===== src/rtl/mem_stage.sv =====
// mem_stage: memory-access pipeline stage between EX and WB.
// Holds one instruction from EX. If that instruction issued a data-bus
// request, the stage waits for data_sram_data_ok. It then aligns and extends
// load data (including the LWL/LWR merge with the old rt value) and produces
// a 4-bit byte write strobe for write-back.
//
// Ports:
//   clk, resetn           clock, asynchronous active-low reset
//   ws_allowin            WB can accept an instruction
//   ms_allowin            this stage can accept from EX
//   es_to_ms_valid/_bus   instruction offered by EX (108-bit bus)
//   data_sram_data_ok     data-bus response strobe
//   data_sram_rdata       read data, valid with data_ok
//   ms_to_ws_valid/_bus   {gr_we[3:0], dest, final_result, pc} to WB
//   stall_ms_bus          {valid && |gr_we, dest} to decode
//   forward_ms_bus        {valid && ready_go, final_result} to decode
module mem_stage (
   input  logic         clk,
   input  logic         resetn,
   input  logic         ws_allowin,
   output logic         ms_allowin,
   input  logic         es_to_ms_valid,
   input  logic [107:0] es_to_ms_bus,
   input  logic         data_sram_data_ok,
   input  logic [31:0]  data_sram_rdata,
   output logic         ms_to_ws_valid,
   output logic [72:0]  ms_to_ws_bus,
   output logic [5:0]   stall_ms_bus,
   output logic [32:0]  forward_ms_bus
);

   logic         ms_valid_q, ms_valid_d;
   logic         buf_valid_q, buf_valid_d;
   logic [31:0]  rdata_buf_q, rdata_buf_d;
   logic [107:0] ms_bus_q, ms_bus_d;

   logic [2:0]   load_op_s;
   logic         mem_req_s;
   logic [1:0]   addr_lo_s;
   logic         gr_we_s;
   logic [4:0]   dest_s;
   logic [31:0]  alu_result_s, rt_value_s, pc_s;

   logic         ms_ready_go_s, leave_s, buf_set_s;
   logic [31:0]  rd_s, result_s;
   logic [7:0]   byte_s;
   logic [15:0]  half_s;
   logic [3:0]   strobe_s, wb_we_s;

   assign {load_op_s, mem_req_s, addr_lo_s, gr_we_s, dest_s,
           alu_result_s, rt_value_s, pc_s} = ms_bus_q;

   // A buffered response counts as arrived; non-memory ops never wait.
   assign ms_ready_go_s  = !mem_req_s || data_sram_data_ok || buf_valid_q;
   assign ms_allowin     = !ms_valid_q || (ms_ready_go_s && ws_allowin);
   assign ms_to_ws_valid = ms_valid_q && ms_ready_go_s;
   assign leave_s        = ms_valid_q && ms_ready_go_s && ws_allowin;
   // Capture only a fresh response that WB cannot take this cycle.
   assign buf_set_s      = ms_valid_q && mem_req_s && data_sram_data_ok &&
                           !buf_valid_q && !ws_allowin;

   assign rd_s   = buf_valid_q ? rdata_buf_q : data_sram_rdata;
   assign half_s = addr_lo_s[1] ? rd_s[31:16] : rd_s[15:0];

   // Next-state for valid, response buffer and payload.
   always_comb begin
      buf_valid_d = buf_valid_q;
      rdata_buf_d = rdata_buf_q;
      if (leave_s) begin
         buf_valid_d = 1'b0;
      end else if (buf_set_s) begin
         buf_valid_d = 1'b1;
         rdata_buf_d = data_sram_rdata;
      end else begin
         buf_valid_d = buf_valid_q;
      end
      if (ms_allowin) begin
         ms_valid_d = es_to_ms_valid;
      end else begin
         ms_valid_d = ms_valid_q;
      end
      if (es_to_ms_valid && ms_allowin) begin
         ms_bus_d = es_to_ms_bus;
      end else begin
         ms_bus_d = ms_bus_q;
      end
   end

   // Byte lane selected by the low address bits.
   always_comb begin
      byte_s = rd_s[7:0];
      case (addr_lo_s)
         2'd0:    byte_s = rd_s[7:0];
         2'd1:    byte_s = rd_s[15:8];
         2'd2:    byte_s = rd_s[23:16];
         2'd3:    byte_s = rd_s[31:24];
         default: byte_s = rd_s[7:0];
      endcase
   end

   // Load alignment, extension and LWL/LWR merge with write strobe.
   always_comb begin
      result_s = alu_result_s;
      strobe_s = 4'b1111;
      case (load_op_s)
         3'd0: result_s = alu_result_s;
         3'd1: result_s = {{24{byte_s[7]}}, byte_s};
         3'd2: result_s = {24'd0, byte_s};
         3'd3: result_s = {{16{half_s[15]}}, half_s};
         3'd4: result_s = {16'd0, half_s};
         3'd5: result_s = rd_s;
         3'd6: begin
            case (addr_lo_s)
               2'd0:    begin result_s = {rd_s[7:0],  rt_value_s[23:0]}; strobe_s = 4'b1000; end
               2'd1:    begin result_s = {rd_s[15:0], rt_value_s[15:0]}; strobe_s = 4'b1100; end
               2'd2:    begin result_s = {rd_s[23:0], rt_value_s[7:0]};  strobe_s = 4'b1110; end
               default: begin result_s = rd_s;                           strobe_s = 4'b1111; end
            endcase
         end
         3'd7: begin
            case (addr_lo_s)
               2'd0:    begin result_s = rd_s;                             strobe_s = 4'b1111; end
               2'd1:    begin result_s = {rt_value_s[31:24], rd_s[31:8]};  strobe_s = 4'b0111; end
               2'd2:    begin result_s = {rt_value_s[31:16], rd_s[31:16]}; strobe_s = 4'b0011; end
               default: begin result_s = {rt_value_s[31:8],  rd_s[31:24]}; strobe_s = 4'b0001; end
            endcase
         end
         default: result_s = alu_result_s;
      endcase
   end

   assign wb_we_s        = strobe_s & {4{gr_we_s}};
   assign ms_to_ws_bus   = {wb_we_s, dest_s, result_s, pc_s};
   assign stall_ms_bus   = {ms_valid_q && (|wb_we_s), dest_s};
   assign forward_ms_bus = {ms_valid_q && ms_ready_go_s, result_s};

   // Control state: cleared asynchronously so an outstanding request is dropped.
   always_ff @(posedge clk or negedge resetn) begin
      if (!resetn) begin
         ms_valid_q  <= 1'b0;
         buf_valid_q <= 1'b0;
      end else begin
         ms_valid_q  <= ms_valid_d;
         buf_valid_q <= buf_valid_d;
      end
   end

   // Payload and response buffer: data only, qualified by the valid flags.
   always_ff @(posedge clk) begin
      ms_bus_q    <= ms_bus_d;
      rdata_buf_q <= rdata_buf_d;
   end

endmodule


===== config.mk =====
export PLATFORM = sky130hd
export DESIGN_NAME = mem_stage
export DESIGN_NICKNAME = d
export VERILOG_FILES = /design/src/rtl/mem_stage.sv
export SDC_FILE = /design/constraint.sdc
export NUM_CORES = 1
export LEC_CHECK = 0
export ABC_CLOCK_PERIOD_IN_PS = 12200
export CAP_MARGIN = 40
export CORE_UTILIZATION = 30
export DETAILED_ROUTE_END_ITERATION = 8
export GPL_TIMING_DRIVEN = 0
export MAX_ROUTING_LAYER = met4
export PLACE_DENSITY = 0.55
export SLEW_MARGIN = 20
export SYNTH_ARGS = -nofsm -noshare
export SYNTH_HDL_FRONTEND = slang
export SYNTH_SLANG_ARGS = --single-unit

===== constraint.sdc =====
create_clock -name clk -period 12.2 [get_ports clk]
set_clock_uncertainty 0.15 [all_clocks]
set_input_delay 2.44 -clock clk [delete_from_list [all_inputs] [get_ports clk]]
set_output_delay 2.44 -clock clk [all_outputs]
set_load 0.005 [all_outputs]

==> run metrics, run 1 <==
status=finished, final reports clean; vias per cell=5.01; GPL Wtd Cong=0.935; xor/xnor cell area share of the yosys netlist=0.117%; syn nets=732; Synth top area share=56.1%; min Tclk post-route=8020 ps; area leader, netlist=edfxtp_1; Core Area=24,400 um^2; post-synthesis register bit count=142; clock tree buffer depth=2; Adder-Cell Fraction of Synth Area=0%; synthesized area=7490 um^2; worst setup margin=4180 ps; Num CTS Buffers=17; pin count of the biggest net entering global routing=57; max-slew violations=0; layout cells sized above 1=17.4%; Worst setup SP type=primary input; CTS tree=built; P per Cell Area=131 nW/um^2; # Post-CTS Setup Buffers=0; GRT overflow=0; Mapped Avg Cell Area=12.8 um^2; Tot Pwr=1.46 mW; first-pass GRT wire length=39,100 um; Max Clock Freq=125 MHz; Worst VDD drop=0.0846 mV; Worst-path clk slew=70 ps; WP data required=9610 ps; vias in the first global route=6,196; max-capacitance violation count=0; hold-fix buffer count after cts=0; area of the multi-input gates=2500 um^2; synthesized-area fraction occupied by and/or/nand/nor cells=6.82%; final hold violation count=0; ANT nets after route=0; Post-synth EDFFs=140; row count=57; setup TNS=0 ps; commonest non-fill, non-tap cell in the layout=clkdlybuf4s50_1; post-synthesis mux area share=12.6%; Root Buffer=clkbuf_16; Clock Sink Count=142; Final nets=1,015; Hold Crit Class=reg -> reg; Iteration-0 DRC Markers=494; Register Area=4250 um^2; largest family of logic cells by synthesized area=compound AO/OA/AOI/OAI gates; most frequent cells in the layout=258 x clkdlybuf4s50_1, 140 x edfxtp_1, 82 x buf_4; # IOs=259; Synth Area in Compound Gates=13.8%; Chip Height=160 um; Initial Util=30.7%; Static Leakage=3.93 nW; # H-tree levels=4; Crit. End Element=primary output; Syn. warnings=0; via count=6,061; Setup WS pre-CTS=4220 ps; Syn Inst Count=587; Area Overhead vs Synth=48.9%; crit path DAT=5430 ps; First-pass DRT Iterations=5; post-DP HPWL=20,600 um; Die ar.=25,600 um^2; RSZ-0062 raised after global routing=false; post-CTS sizing=0; Rel. slew slack=42.9%; final setup fails=0; Synth cell types=46; final WL=26,800 um; register area share after synthesis=56.8%; crit path max fanout=8; Synth Flop Type=edfxtp_1; DRC Markers=0; WL per Instance=22.1 um; GRT Total Usage=21.5%; fill cell count=2,315; initial antenna violation count=3; Area contributors post-synth=edfxtp_1 56%, buf_4 7.8%, mux4_2 6.6%, mux2i_1 5.5%, nor2_1 2.5%; worst-skew pair later-pin latency=420 ps; Async SR Flop Fraction=1.41%; Slew @ Worst Pin=857 ps; Crit Path Class=in -> out; die width=160 um; port buffer count=258; final period utilization=65.7%
[Yosys cell counts (all sizes together), types with 2 or more instances]
master  instances
mux2            3
and2            3
buf            91
a221oi          2
a211oi         12
dfrtp           2
a21oi          33
o221ai         17
nand2b          2
a31oi           6
o211ai          2
nand3           7
nor2b           4
a21boi          2
o22a           16
o22ai          10
nand2          44
a22oi           4
inv             6
nor3            5
mux4           22
edfxtp        140
o32a           15
clkbuf         17
o21ai          16
mux2i          41
o31a            2
and3            2
nor3b           2
nor2           50
[sequential cells by signal, summed over array words and instances (netlist names)]
register	count
ms_valid_q	1
buf_valid_q	1
rdata_buf_q	32
ms_bus_q	108
[metrics by stage]
step / hold WS, ps / instances / utilization, % / area (um^2)
6_report: 424 / 1210 / 45.7 / 11200
5_1_grt: 460 / 1210 / 45.7 / 11200
4_1_cts: 426 / 1207 / 45.7 / 11100
3_5_place_dp: 416 / 1175 / 43.3 / 10600
3_3_place_gp: 396 / 1169 / 42.9 / 10500
2_1_floorplan: 348 / 587 / - / 7490
[final timing paths]
check / startpoint / to / slack [ps] / cells past startpoint
max: data_sram_rdata[7] / ms_to_ws_bus[42] / 4180 / 8
min: ms_valid_q / buf_valid_q / 420 / 1
max reg2reg: buf_valid_q / ms_bus_q[73] / 9370 / 8
min reg2reg: ms_valid_q / buf_valid_q / 420 / 1
max in group asynchronous: resetn / buf_valid_q / 9760 / 1
min in group asynchronous: resetn / ms_valid_q / 2020 / 1
[layer usage]
layer	wire, um	global-route usage [%]	part of all wire [%]	up-vias
met5	0	-	0	-
met2	12600	33.6	47	317
met4	322	4.68	1.2	0
li1	-	-	-	2785
met3	2700	7.51	10	23
met1	11100	26.9	42	2936
[report_power, final]
group          switching [mW]  total (mW)  internal (mW)  leakage (nW)
Clock                   0.231       0.519          0.288         0.276
Sequential             0.0109       0.578          0.567          1.33
Combinational           0.155       0.358          0.203          2.32
[cell type report]
class | count | share of cell area, %
inverter | 6 | 0.202
clock buffer | 18 | 3.85
buffer | 108 | 6.45
timing repair buffer | 264 | 23.9
tap | 324 | 3.64
clock inverter | 14 | 1.31
multi-input combinational | 331 | 22.4
sequential | 142 | 38.2
antenna | 3 | 0.0673
[cell families after synthesis]
| family | count (synthesis) |
|---|---|
| xor+xnor | 1 |
| buf+inv | 114 |
| simple gates | 121 |
| flops | 142 |
| compound gates | 143 |
| mux | 66 |
[critical path: stages]
cell and delay (ps):
clkdlybuf4s50_1 490, mux2i_1 220, mux4_2 610, a21boi_2 580, a21oi_1 100, a31oi_1 340, buf_4 170, clkdlybuf4s50_1 480
(Power assumes the default switching activity.)
==> run 2, diff against run 1 <==
--- a/config.mk
+++ b/config.mk
@@ -5,7 +5,7 @@
 export SDC_FILE = /design/constraint.sdc
 export NUM_CORES = 1
 export LEC_CHECK = 0
-export ABC_CLOCK_PERIOD_IN_PS = 12200
+export ABC_CLOCK_PERIOD_IN_PS = 7870
 export CAP_MARGIN = 40
 export CORE_UTILIZATION = 30
 export DETAILED_ROUTE_END_ITERATION = 8
==> constraint.sdc (replaced) <==
create_clock -name clk -period 7.87 [get_ports clk]
set_clock_uncertainty 0.15 [all_clocks]
set_input_delay 1.574 -clock clk [delete_from_list [all_inputs] [get_ports clk]]
set_output_delay 1.574 -clock clk [all_outputs]
set_load 0.005 [all_outputs]
==> results of run 2 <==
The final DEF is identical to that of run 1. Status: finished, final reports clean.
Among the figures that moved: setup slack after placement 4220 ps -> 1620 ps; setup slack after layout 4180 ps -> 1580 ps; register-to-register setup slack 9370 ps -> 5040 ps; total power 1.46 mW -> 2.26 mW; worst IR drop on VDD 0.0846 mV -> 0.131 mV
==> run 3, diff against run 2 <==
--- a/config.mk
+++ b/config.mk
@@ -5,13 +5,13 @@
 export SDC_FILE = /design/constraint.sdc
 export NUM_CORES = 1
 export LEC_CHECK = 0
-export ABC_CLOCK_PERIOD_IN_PS = 7870
+export ABC_CLOCK_PERIOD_IN_PS = 5050
 export CAP_MARGIN = 40
 export CORE_UTILIZATION = 30
 export DETAILED_ROUTE_END_ITERATION = 8
 export GPL_TIMING_DRIVEN = 0
 export MAX_ROUTING_LAYER = met4
-export PLACE_DENSITY = 0.55
+export PLACE_DENSITY = 0.57
 export SLEW_MARGIN = 20
 export SYNTH_ARGS = -nofsm -noshare
 export SYNTH_HDL_FRONTEND = slang
==> constraint.sdc (replaced) <==
create_clock -name clk -period 5.05 [get_ports clk]
set_clock_uncertainty 0.15 [all_clocks]
set_input_delay 1.01 -clock clk [delete_from_list [all_inputs] [get_ports clk]]
set_output_delay 1.01 -clock clk [all_outputs]
set_load 0.005 [all_outputs]
==> run metrics, run 3 (synthesis results as in run 1) <==
status=finished, final reports clean; Slew @ Worst Pin=842 ps (-15.0 ps); port buffer count=258 (unchanged); final hold violation count=0 (unchanged); Worst-path clk slew=60 ps (about the same); pin count of the biggest net entering global routing=55 (-3.5%); Iteration-0 DRC Markers=483 (-2.2%); vias in the first global route=6,104 (-1.5%); Worst setup SP type=primary input; max FFs per register=108 (unchanged); Core Area=24,400 um^2 (unchanged); CTS tree=built; Initial Util=30.7% (unchanged); final period utilization=98.4%; fill cell count=2,275 (-1.7%); hold path startpoint=ms_valid_q; DRC Markers=0 (unchanged); Root Buffer=clkbuf_16; # IOs=259 (unchanged); crit path DAT=3810 ps; final setup fails=0 (unchanged); die width=160 um (unchanged); Rel. slew slack=43.7% (+0.80 points); Hold Crit Class=reg -> reg; Ant. Diodes=0 (-3); GRT Total Usage=20.9% (-0.61 points); setup TNS=0 ps (unchanged); max-slew violations=0 (unchanged); final WL=25,900 um (-3.3%); Die ar.=25,600 um^2 (unchanged); Max Clock Freq=201 MHz; Chip Height=160 um (unchanged); min Tclk post-route=4970 ps; commonest non-fill, non-tap cell in the layout=clkdlybuf4s50_1; crit path max fanout=8 (unchanged); most frequent cells in the layout=258 x clkdlybuf4s50_1, 140 x edfxtp_1, 84 x buf_4; Biggest register=ms_bus_q; GPL Wtd Cong=0.930 (-0.53%); Final nets=1,018 (+0.30%); Layout Cells excl Fill=1,210 (unchanged); # H-tree levels=4 (unchanged); first-pass GRT wire length=37,900 um (-3.0%); First-pass DRT Iterations=5 (unchanged); clock tree buffer depth=2 (unchanged); Num CTS Buffers=17 (unchanged); Clock Sink Count=142 (unchanged); launching point of the worst reg2reg path=buf_valid_q; Worst VDD drop=0.180 mV; ANT nets after route=0 (unchanged); layout cells sized above 1=18.3% (+0.84 points); Crit Path Class=in -> out; worst setup path startpoint=data_sram_rdata[15]; Crit. End Element=primary output; largest registers=ms_bus_q (108), rdata_buf_q (32); Static Leakage=3.96 nW (+0.76%); Area Overhead vs Synth=49.4%; P per Cell Area=313 nW/um^2; via count=6,050 (-0.18%); GRT overflow=0 (unchanged); Placed Cells=1,175 (unchanged); post-DP HPWL=19,700 um (-4.3%); RSZ-0062 raised after global routing=false; Tot Pwr=3.50 mW; worst-skew pair later-pin latency=430 ps (about the same); row count=57 (unchanged); WL per Instance=21.4 um (-3.3%); max-capacitance violation count=0 (unchanged); vias per cell=5.00 (-0.18%); WP data required=3890 ps; initial antenna violation count=0 (-3)
run 3: cell types whose count changed in the layout (fill, tap and decap cells not counted), sizes merged:
cell	delta
clkbuf	-1
clkinv	-1
bufinv	-1
buf	+3
inv	+4
clkinvlp	-1
diode	-3
run 3: area by class of cell:
| cell class | instances | area, um^2 | area share [%] |
|---|---|---|---|
| sequential | 142 | 4250 | 38.0 |
| timing repair buffer | 267 | 2690 | 24.1 |
| multi-input combinational | 331 | 2520 | 22.5 |
| buffer | 108 | 726 | 6.49 |
| clock buffer | 17 | 425 | 3.80 |
| tap | 324 | 405 | 3.62 |
| clock inverter | 15 | 145 | 1.30 |
| inverter | 6 | 22.5 | 0.201 |
run 3: repair_timing:
action                     CTS  global route
setup endpoints to repair   11            17
hold buffers                 0             0
buffers inserted             2             1
pin swaps                    1             1
gates cloned                 0             0
gates resized for setup      2             7
run 3: path summary, 6_finish.rpt:
kind,endpoint,slack (ps),cells after the start
max,ms_to_ws_bus[42],80,8
min in group asynchronous,ms_valid_q,590,1
min reg2reg,buf_valid_q,400,1
max in group asynchronous,buf_valid_q,4050,1
min,buf_valid_q,400,1
max reg2reg,ms_bus_q[41],2250,8
run 3: critical path, cell delays in order:
cell	delay [ps]
clkdlybuf4s50_1	540
mux2i_2	140
mux4_2	580
a21boi_4	440
a21oi_1	90
a31oi_1	350
buf_4	170
clkdlybuf4s50_1	480
run 3: report_power, final:
part | internal, mW | switching, mW
Combinational | 0.497 | 0.369
Clock | 0.657 | 0.582
Sequential | 1.37 | 0.0259
Total | 2.52 | 0.978
run 3: layer usage:
metal	track usage (%)	vias to the layer above	routed length, um
li1	-	2781	-
met1	27.3	2912	11000
met2	31.6	321	12100
met3	5.06	36	2220
met4	7.36	0	588
met5	-	-	0
run 3: stage by stage:
| stage | utilization (%) | hold slack [ps] | area, um^2 | worst slack [ps] |
|---|---|---|---|---|
| after CTS | 45.8 | 416 | 11200 | 36.2 |
| after detailed placement | 43.3 | 395 | 10600 | -95.3 |
| after global routing | 45.9 | 440 | 11200 | 2.60 |
| after global placement | 42.9 | 403 | 10500 | -1100 |
| after floorplan | - | 348 | 7490 | 682 |
| final | 45.9 | 404 | 11200 | 81.7 |
